**src/rtl/lfsr_prng_pkg.sv**
```systemverilog
// Shared types and constants for the parametrised Fibonacci LFSR generator.
// default_taps() returns known maximal-length feedback masks for widths 8..32.
package lfsr_prng_pkg;

  typedef enum logic {
    MODE_FREE   = 1'b0,
    MODE_DEMAND = 1'b1
  } mode_e;

  // Masks are bit positions (0-based) of the XOR taps, shift direction towards the MSB.
  function automatic logic [31:0] default_taps(input int unsigned width);
    logic [31:0] t;
    case (width)
      32'd8:   t = 32'h0000_00B8;
      32'd9:   t = 32'h0000_0110;
      32'd10:  t = 32'h0000_0240;
      32'd11:  t = 32'h0000_0500;
      32'd12:  t = 32'h0000_0829;
      32'd13:  t = 32'h0000_100D;
      32'd14:  t = 32'h0000_2015;
      32'd15:  t = 32'h0000_6000;
      32'd16:  t = 32'h0000_D008;
      32'd17:  t = 32'h0001_2000;
      32'd18:  t = 32'h0002_0400;
      32'd19:  t = 32'h0004_0023;
      32'd20:  t = 32'h0009_0000;
      32'd21:  t = 32'h0014_0000;
      32'd22:  t = 32'h0030_0000;
      32'd23:  t = 32'h0042_0000;
      32'd24:  t = 32'h00E1_0000;
      32'd25:  t = 32'h0120_0000;
      32'd26:  t = 32'h0200_0023;
      32'd27:  t = 32'h0400_0013;
      32'd28:  t = 32'h0900_0000;
      32'd29:  t = 32'h1400_0000;
      32'd30:  t = 32'h2000_0029;
      32'd31:  t = 32'h4800_0000;
      32'd32:  t = 32'h8020_0003;
      default: t = 32'h0000_0000;
    endcase
    return t;
  endfunction

endpackage

```
**src/rtl/lfsr_prng_if.sv**
```systemverilog
// Random-word stream between the generator (master) and its consumer (slave).
interface lfsr_prng_if #(
  parameter int unsigned OUT_W = 8
);
  logic             rnd_valid;
  logic             rnd_ready;
  logic [OUT_W-1:0] rnd_data;

  modport master (output rnd_valid, output rnd_data, input rnd_ready);
  modport slave  (input rnd_valid, input rnd_data, output rnd_ready);
endinterface

```
**src/rtl/lfsr_prng_step.sv**
```systemverilog
// One combinational Fibonacci shift: new LSB is the parity of the tapped bits.
module lfsr_prng_step #(
  parameter int unsigned       WIDTH = 17,
  parameter logic [WIDTH-1:0]  TAPS  = 17'h12000
) (
  input  logic [WIDTH-1:0] st_i,
  output logic [WIDTH-1:0] st_o
);
  assign st_o = {st_i[WIDTH-2:0], ^(st_i & TAPS)};
endmodule

```
**src/rtl/lfsr_prng.sv**
```systemverilog
// Parametrised LFSR random source with seed reload, zero-lock recovery, a valid/ready
// output register and a measured period (advances from start value back to itself).
module lfsr_prng
  import lfsr_prng_pkg::*;
#(
  parameter int unsigned      WIDTH = 17,
  parameter logic [WIDTH-1:0] TAPS  = WIDTH'(default_taps(WIDTH)),
  parameter logic [WIDTH-1:0] SEED  = WIDTH'(32'h0000_002B),
  parameter int unsigned      OUT_W = 8,
  parameter int unsigned      STEPS = 1
) (
  input  logic             clk,
  input  logic             rst_n,
  input  logic             en,
  input  logic             mode,
  input  logic             seed_load,
  input  logic [WIDTH-1:0] seed_in,
  lfsr_prng_if.master      rnd,
  output logic [WIDTH-1:0] state_out,
  output logic             wrap_tick,
  output logic [WIDTH-1:0] period_out,
  output logic             lockup
);

  localparam logic [0:0]       VLD_EMPTY = 1'b0;
  localparam logic [0:0]       VLD_FULL  = 1'b1;
  localparam logic [WIDTH-1:0] ZERO_W    = {WIDTH{1'b0}};
  localparam logic [WIDTH-1:0] ONE_W     = {{(WIDTH-1){1'b0}}, 1'b1};

  logic [WIDTH-1:0] st_q, st_d, start_q, start_d;
  logic [WIDTH-1:0] cnt_q, cnt_d, period_q, period_d;
  logic [OUT_W-1:0] data_q, data_d;
  logic [0:0]       valid_q, valid_d;
  logic             wrap_q, wrap_d, lock_q, lock_d;

  logic [STEPS:0][WIDTH-1:0] chain_s;
  logic [WIDTH-1:0]          next_st_s, seed_sel_s, cnt_inc_s;
  logic                      load_s, adv_s, seed_zero_s;
  mode_e                     mode_s;

  assign chain_s[0] = st_q;

  genvar gi;
  generate
    for (gi = 0; gi < STEPS; gi++) begin : g_step
      lfsr_prng_step #(
        .WIDTH (WIDTH),
        .TAPS  (TAPS)
      ) u_step (
        .st_i (chain_s[gi]),
        .st_o (chain_s[gi+1])
      );
    end
  endgenerate

  assign next_st_s   = chain_s[STEPS];
  assign mode_s      = mode_e'(mode);
  assign load_s      = en & (~valid_q[0] | rnd.rnd_ready);
  assign adv_s       = (mode_s == MODE_DEMAND) ? load_s : en;
  assign seed_zero_s = (seed_in == ZERO_W);
  assign seed_sel_s  = seed_zero_s ? SEED : seed_in;
  // Counter sticks at all-ones when the taps never return to the start value.
  assign cnt_inc_s   = (&cnt_q) ? cnt_q : cnt_q + ONE_W;

  // Next-state logic: seed reload beats zero recovery beats normal generation.
  always_comb begin
    st_d     = st_q;
    start_d  = start_q;
    cnt_d    = cnt_q;
    period_d = period_q;
    data_d   = data_q;
    valid_d  = valid_q;
    wrap_d   = 1'b0;
    lock_d   = 1'b0;
    if (seed_load) begin
      st_d    = seed_sel_s;
      start_d = seed_sel_s;
      lock_d  = seed_zero_s;
      valid_d = VLD_EMPTY;
      cnt_d   = ZERO_W;
    end else if (st_q == ZERO_W) begin
      st_d    = SEED;
      start_d = SEED;
      cnt_d   = ZERO_W;
      lock_d  = 1'b1;
      if (valid_q[0] && rnd.rnd_ready) begin
        valid_d = VLD_EMPTY;
      end else begin
        valid_d = valid_q;
      end
    end else begin
      if (load_s) begin
        data_d  = st_q[OUT_W-1:0];
        valid_d = VLD_FULL;
      end else if (valid_q[0] && rnd.rnd_ready) begin
        valid_d = VLD_EMPTY;
      end else begin
        valid_d = valid_q;
      end
      if (adv_s) begin
        st_d = next_st_s;
        if (next_st_s == start_q) begin
          wrap_d   = 1'b1;
          period_d = cnt_inc_s;
          cnt_d    = ZERO_W;
        end else begin
          cnt_d = cnt_inc_s;
        end
      end else begin
        st_d = st_q;
      end
    end
  end

  // State, output register and pulse flops.
  always_ff @(posedge clk or negedge rst_n) begin
    if (!rst_n) begin
      st_q     <= SEED;
      start_q  <= SEED;
      cnt_q    <= ZERO_W;
      period_q <= ZERO_W;
      data_q   <= {OUT_W{1'b0}};
      valid_q  <= VLD_EMPTY;
      wrap_q   <= 1'b0;
      lock_q   <= 1'b0;
    end else begin
      st_q     <= st_d;
      start_q  <= start_d;
      cnt_q    <= cnt_d;
      period_q <= period_d;
      data_q   <= data_d;
      valid_q  <= valid_d;
      wrap_q   <= wrap_d;
      lock_q   <= lock_d;
    end
  end

  assign rnd.rnd_valid = valid_q[0];
  assign rnd.rnd_data  = data_q;
  assign state_out     = st_q;
  assign wrap_tick     = wrap_q;
  assign period_out    = period_q;
  assign lockup        = lock_q;

endmodule

```
**src/flat_wrapper.sv**
```systemverilog
// flat-port wrapper written by rule: the top's interface ports become plain ports
module lfsr_prng_flat import lfsr_prng_pkg::*;
#(
  parameter int unsigned      WIDTH = 17,
  parameter logic [WIDTH-1:0] TAPS  = WIDTH'(default_taps(WIDTH)),
  parameter logic [WIDTH-1:0] SEED  = WIDTH'(32'h0000_002B),
  parameter int unsigned      OUT_W = 8,
  parameter int unsigned      STEPS = 1
)
  (clk, rst_n, en, mode, seed_load, seed_in, state_out, wrap_tick, period_out, lockup, rnd_rnd_valid, rnd_rnd_data, rnd_rnd_ready);
  lfsr_prng_if #(.OUT_W(OUT_W)) rnd_i ();
  input  logic clk;
  input  logic rst_n;
  input  logic en;
  input  logic mode;
  input  logic seed_load;
  input  logic [WIDTH-1:0] seed_in;
  output logic [WIDTH-1:0] state_out;
  output logic wrap_tick;
  output logic [WIDTH-1:0] period_out;
  output logic lockup;
  output wire logic [$bits(rnd_i.rnd_valid)-1:0] rnd_rnd_valid;
  output wire logic [$bits(rnd_i.rnd_data)-1:0] rnd_rnd_data;
  input wire logic [$bits(rnd_i.rnd_ready)-1:0] rnd_rnd_ready;
  assign rnd_rnd_valid = rnd_i.rnd_valid;
  assign rnd_rnd_data = rnd_i.rnd_data;
  assign rnd_i.rnd_ready = rnd_rnd_ready;
  lfsr_prng #(.WIDTH(WIDTH), .TAPS(TAPS), .SEED(SEED), .OUT_W(OUT_W), .STEPS(STEPS)) u_core (.clk(clk), .rst_n(rst_n), .en(en), .mode(mode), .seed_load(seed_load), .seed_in(seed_in), .rnd(rnd_i), .state_out(state_out), .wrap_tick(wrap_tick), .period_out(period_out), .lockup(lockup));
endmodule
```
**config.mk**
```make
export PLATFORM = sky130hd
export DESIGN_NAME = lfsr_prng_flat
export DESIGN_NICKNAME = d
export VERILOG_FILES = /design/src/rtl/lfsr_prng_pkg.sv /design/src/rtl/lfsr_prng_if.sv /design/src/rtl/lfsr_prng_step.sv /design/src/rtl/lfsr_prng.sv /design/src/flat_wrapper.sv
export SDC_FILE = /design/constraint.sdc
export NUM_CORES = 1
export LEC_CHECK = 0
export ABC_AREA = 1
export CAP_MARGIN = 20
export CORE_MARGIN = 3
export CORE_UTILIZATION = 25
export CTS_BUF_LIST = sky130_fd_sc_hd__clkbuf_4 sky130_fd_sc_hd__clkbuf_8 sky130_fd_sc_hd__clkbuf_16
export CTS_CLUSTER_SIZE = 12
export DETAILED_ROUTE_END_ITERATION = 6
export PLACE_DENSITY = 0.53
export RECOVER_POWER = 25
export SYNTH_ARGS = -nofsm -noshare
export SYNTH_HDL_FRONTEND = slang
export SYNTH_SLANG_ARGS = --single-unit
```
**constraint.sdc**
```tcl
create_clock -name clk -period 1.5 [get_ports clk]
set_input_delay 0.375 -clock clk [delete_from_list [all_inputs] [get_ports clk]]
set_output_delay 0.375 -clock clk [all_outputs]
set_load 0.01 [all_outputs]
```
==> results of run 1 <==
## path summary, 6_finish.rpt
| check | start | end | slack [ns] | depth (start not counted) |
|---|---|---|---|---|
| max | u_core.state_out[5] | u_core.period_out[10] | -0.20 | 9 |
| min | seed_in[15] | u_core.start_q[15] | 0.46 | 4 |
| max reg2reg | u_core.state_out[5] | u_core.period_out[10] | -0.20 | 9 |
| min reg2reg | u_core.period_out[12] | u_core.period_out[12] | 0.47 | 2 |
| max in group asynchronous | rst_n | u_core.state_out[3] | 0.07 | 3 |
| min in group asynchronous | rst_n | u_core.cnt_q[8] | 0.57 | 2 |
## worst max-delay path, cell delays in order (launching register included)
cell and delay (ns):
dfstp_2 0.56, inv_2 0.07, nand3_1 0.13, nor2_2 0.07
nand2_4 0.13, nand2_8 0.09, nor2_8 0.23, buf_4 0.19
nand3_1 0.09, nand2_1 0.07
## cell families (layout without fill, tap and decap cells)
| logic type | count (synthesis) | count (layout) | synth area share |
|---|---|---|---|
| xor gates and xnor gates | 12 | 12 | 0.0255 |
| AOI/OAI and AO/OA | 55 | 55 | 0.0720 |
| and+or+nand+nor | 318 | 321 | 0.349 |
| buffers and inverters | 64 | 258 | 0.0680 |
| DFF | 79 | 79 | 0.482 |
| adders and majority gates | 1 | 1 | 0.00304 |
## state kept, by name, indices dropped and copies added (netlist names)
register              cells
u_core.cnt_q             17
u_core.lockup             1
u_core.period_out        17
u_core.rnd.rnd_data       8
u_core.rnd.rnd_valid      1
u_core.start_q           17
u_core.state_out         17
u_core.wrap_tick          1
## per-stage QoR
stage                     cells  TNS [ns]
after floorplan             529     -1.42
after global placement      891    -19.89
after detailed placement    891    -21.67
after CTS                   931     -6.00
after global routing        942    -16.09
final                       942     -9.69
## report_power, final
part | switching [uW] | leakage, uW | internal [uW]
Clock | 874 | 0.000159 | 1510
Combinational | 751 | 0.00234 | 769
Sequential | 110 | 0.00101 | 2300
Total | 1740 | 0.00351 | 4570
## cell usage in the layout (no fill, tap or decap), drive strengths merged, types with 19 or more instances in the layout
cell type / n
dfrtp: 71
buf: 135
nand3: 59
nand2: 205
clkbuf: 20
o21ai: 45
dlygate4sd2: 28
inv: 48
clkdlybuf4s50: 19
nor2: 42
## per-layer routing
| metal | part of all wire | vias to the layer above | track usage |
|---|---|---|---|
| met1 | 0.43 | 2014 | 0.171 |
| met5 | 0 | - | 0 |
| met4 | 0.013 | 0 | 0.0362 |
| met3 | 0.044 | 17 | 0.0431 |
| li1 | - | 2070 | - |
| met2 | 0.52 | 103 | 0.253 |
## what timing repair did
action | CTS | global route
gates cloned | 3 | 7
resized for setup | 136 | 134
setup buffers | 22 | 9
endpoints found under the hold margin | 13 | 0
hold buffers | 1 | 0
endpoints found under the setup margin | 99 | 88
pin swaps | 9 | 11
## area by class of cell
cell class	instances	area, sq um
clock buffer	11	246
clock inverter	4	70.1
multi-input combinational	389	2300
timing repair buffer	194	1800
fill	1627	9120
inverter	48	194
tap	216	270
sequential	79	1990
timing repair inverter	1	11.3
==> flow_metrics.env, run 1 <==
export IMPL_run_status="finished with violations"
export IMPL_violations_in_the_final_reports="negative setup slack"
export IMPL_post_layout_total_power_uw=6310
export IMPL_netlist_cell_type_count=32
export IMPL_worst_slew_pin_slew_ns=0.536
export IMPL_cp_start_kind="flop"
export IMPL_synth_edf_count=0
export IMPL_cp_arrival_ns=1.98
export IMPL_syn_cell_area_sq_um=4120
export IMPL_synthToLayoutAreaGrowth_pct=67.0
export IMPL_synth_top_cell_area_share=0.431
export IMPL_synth_seq_area_share=0.482
export IMPL_rows=46
export IMPL_synth_cells=529
export IMPL_globalRouteOverflowTotal=0
export IMPL_static_leakage_power_uw=0.00351
export IMPL_gp_routability_congestion=0.826
export IMPL_cts_made_buffers=9
export IMPL_criticalPathCategory="flop to flop"
export IMPL_drive_gt1_frac=0.391
export IMPL_clock_tree_htree_level_count=3
export IMPL_synth_area_leaders="dfrtp_1 (43%), nand2_1 (18%), nand3_1 (6.4%)"
export IMPL_synthTopCellsByCount="nand2_1 (195), dfrtp_1 (71), nand3_1 (53), o21ai_0 (45), inv_1 (37)"
export IMPL_clock_skew_ns=0.00640
export IMPL_vias_in_the_first_global_route=4239
export IMPL_total_nets_after_synthesis=553
export IMPL_hp_class="primary input to flop"
export IMPL_vdd_ir_drop_max_uv=539
export IMPL_die_area_sq_um=18100
export IMPL_grt_first_pass_wirelength_mm=20.7
export IMPL_timing_final_ws_setup_ns=-0.201
export IMPL_normalized_max_slew_margin=0.642
export IMPL_detail_route_vias_per_cell=4.46
export IMPL_power_per_cell_area_nw_per_um2=917
export IMPL_setup_worst_path_end_class="flop"
export IMPL_grt_setup_unrepaired="yes"
export IMPL_global_routing_usage_summed_across_all_routing_layers=0.143
export IMPL_synthFlopType="dfrtp_1"
export IMPL_postSynthRegisterBits=79
export IMPL_num_nets_final=746
export IMPL_hpwl_mm=9.03
export IMPL_clockRootBuffer="clkbuf_16"
export IMPL_holdWs_ns=0.456
export IMPL_drtPass1Iterations=4
export IMPL_yosys_warnings=0
export IMPL_antenna_violations_before_repair=0
export IMPL_tcrit_tclk_final=1.13
export IMPL_critPathRequiredTime_ns=1.78
export IMPL_final_min_clock_period_ns=1.70
export IMPL_detail_route_drc_violations=0
export IMPL_postSynthAreaPerCell_sq_um=7.79
export IMPL_floorplan_die_height_um=134
export IMPL_worstPathMaxFanout=6
export IMPL_cts_path_max_buffers=2
export IMPL_io_buffer_count=67
export IMPL_final_area_sq_um=6880
export IMPL_clk_pin_slew_worst_paths_ns=0.06
export IMPL_cts_tree="yes"
export IMPL_final_max_slew_viol_count=0
export IMPL_finalSetupViolCount=80
export IMPL_synth_area_leader_cell="dfrtp_1"
export IMPL_first_iter_violations=210
export IMPL_insertedDiodeCount=0
export IMPL_asr_flop_ratio_synth=1.00
export IMPL_drv_cap=0
export IMPL_final_number_of_hold_violating_endpoints=0
export IMPL_routed_len_inst_um=14.2
export IMPL_detail_route_antenna_nets=0
export IMPL_route_final_wire_length_mm=13.4
export IMPL_initial_core_utilization=0.257
export IMPL_clock_insertion_delay_worst_skew_ns=0.34
export IMPL_pre_cts_slack_ns=-0.432
export IMPL_detailroute_via_count=4204
export IMPL_utilization=0.430
export IMPL_clock_fmax_mhz=588
export IMPL_die_width_um=134
export IMPL_grt_start_max_net_pins=31
export IMPL_yosys_cell_count_top_type="nand2_1"
export IMPL_io_count=68
export IMPL_clock_sinks=79
export IMPL_coreArea_sq_um=16000
export IMPL_dpl_instance_area_sq_um=5730
No activity file was read; power rests on OpenSTA's default activity.
==> run 2, diff against run 1 <==
Settings changed: ABC_CLOCK_PERIOD_IN_PS set to 1500, SLEW_MARGIN set to 20.
==> results of run 2 <==
No change in the layout: final DEF, timing and power equal those of run 1.
==> run 3, diff against run 2 <==
Settings changed: CTS_CLUSTER_DIAMETER set to 150.
==> results of run 3 <==
No change in the layout: final DEF, timing and power equal those of run 1.
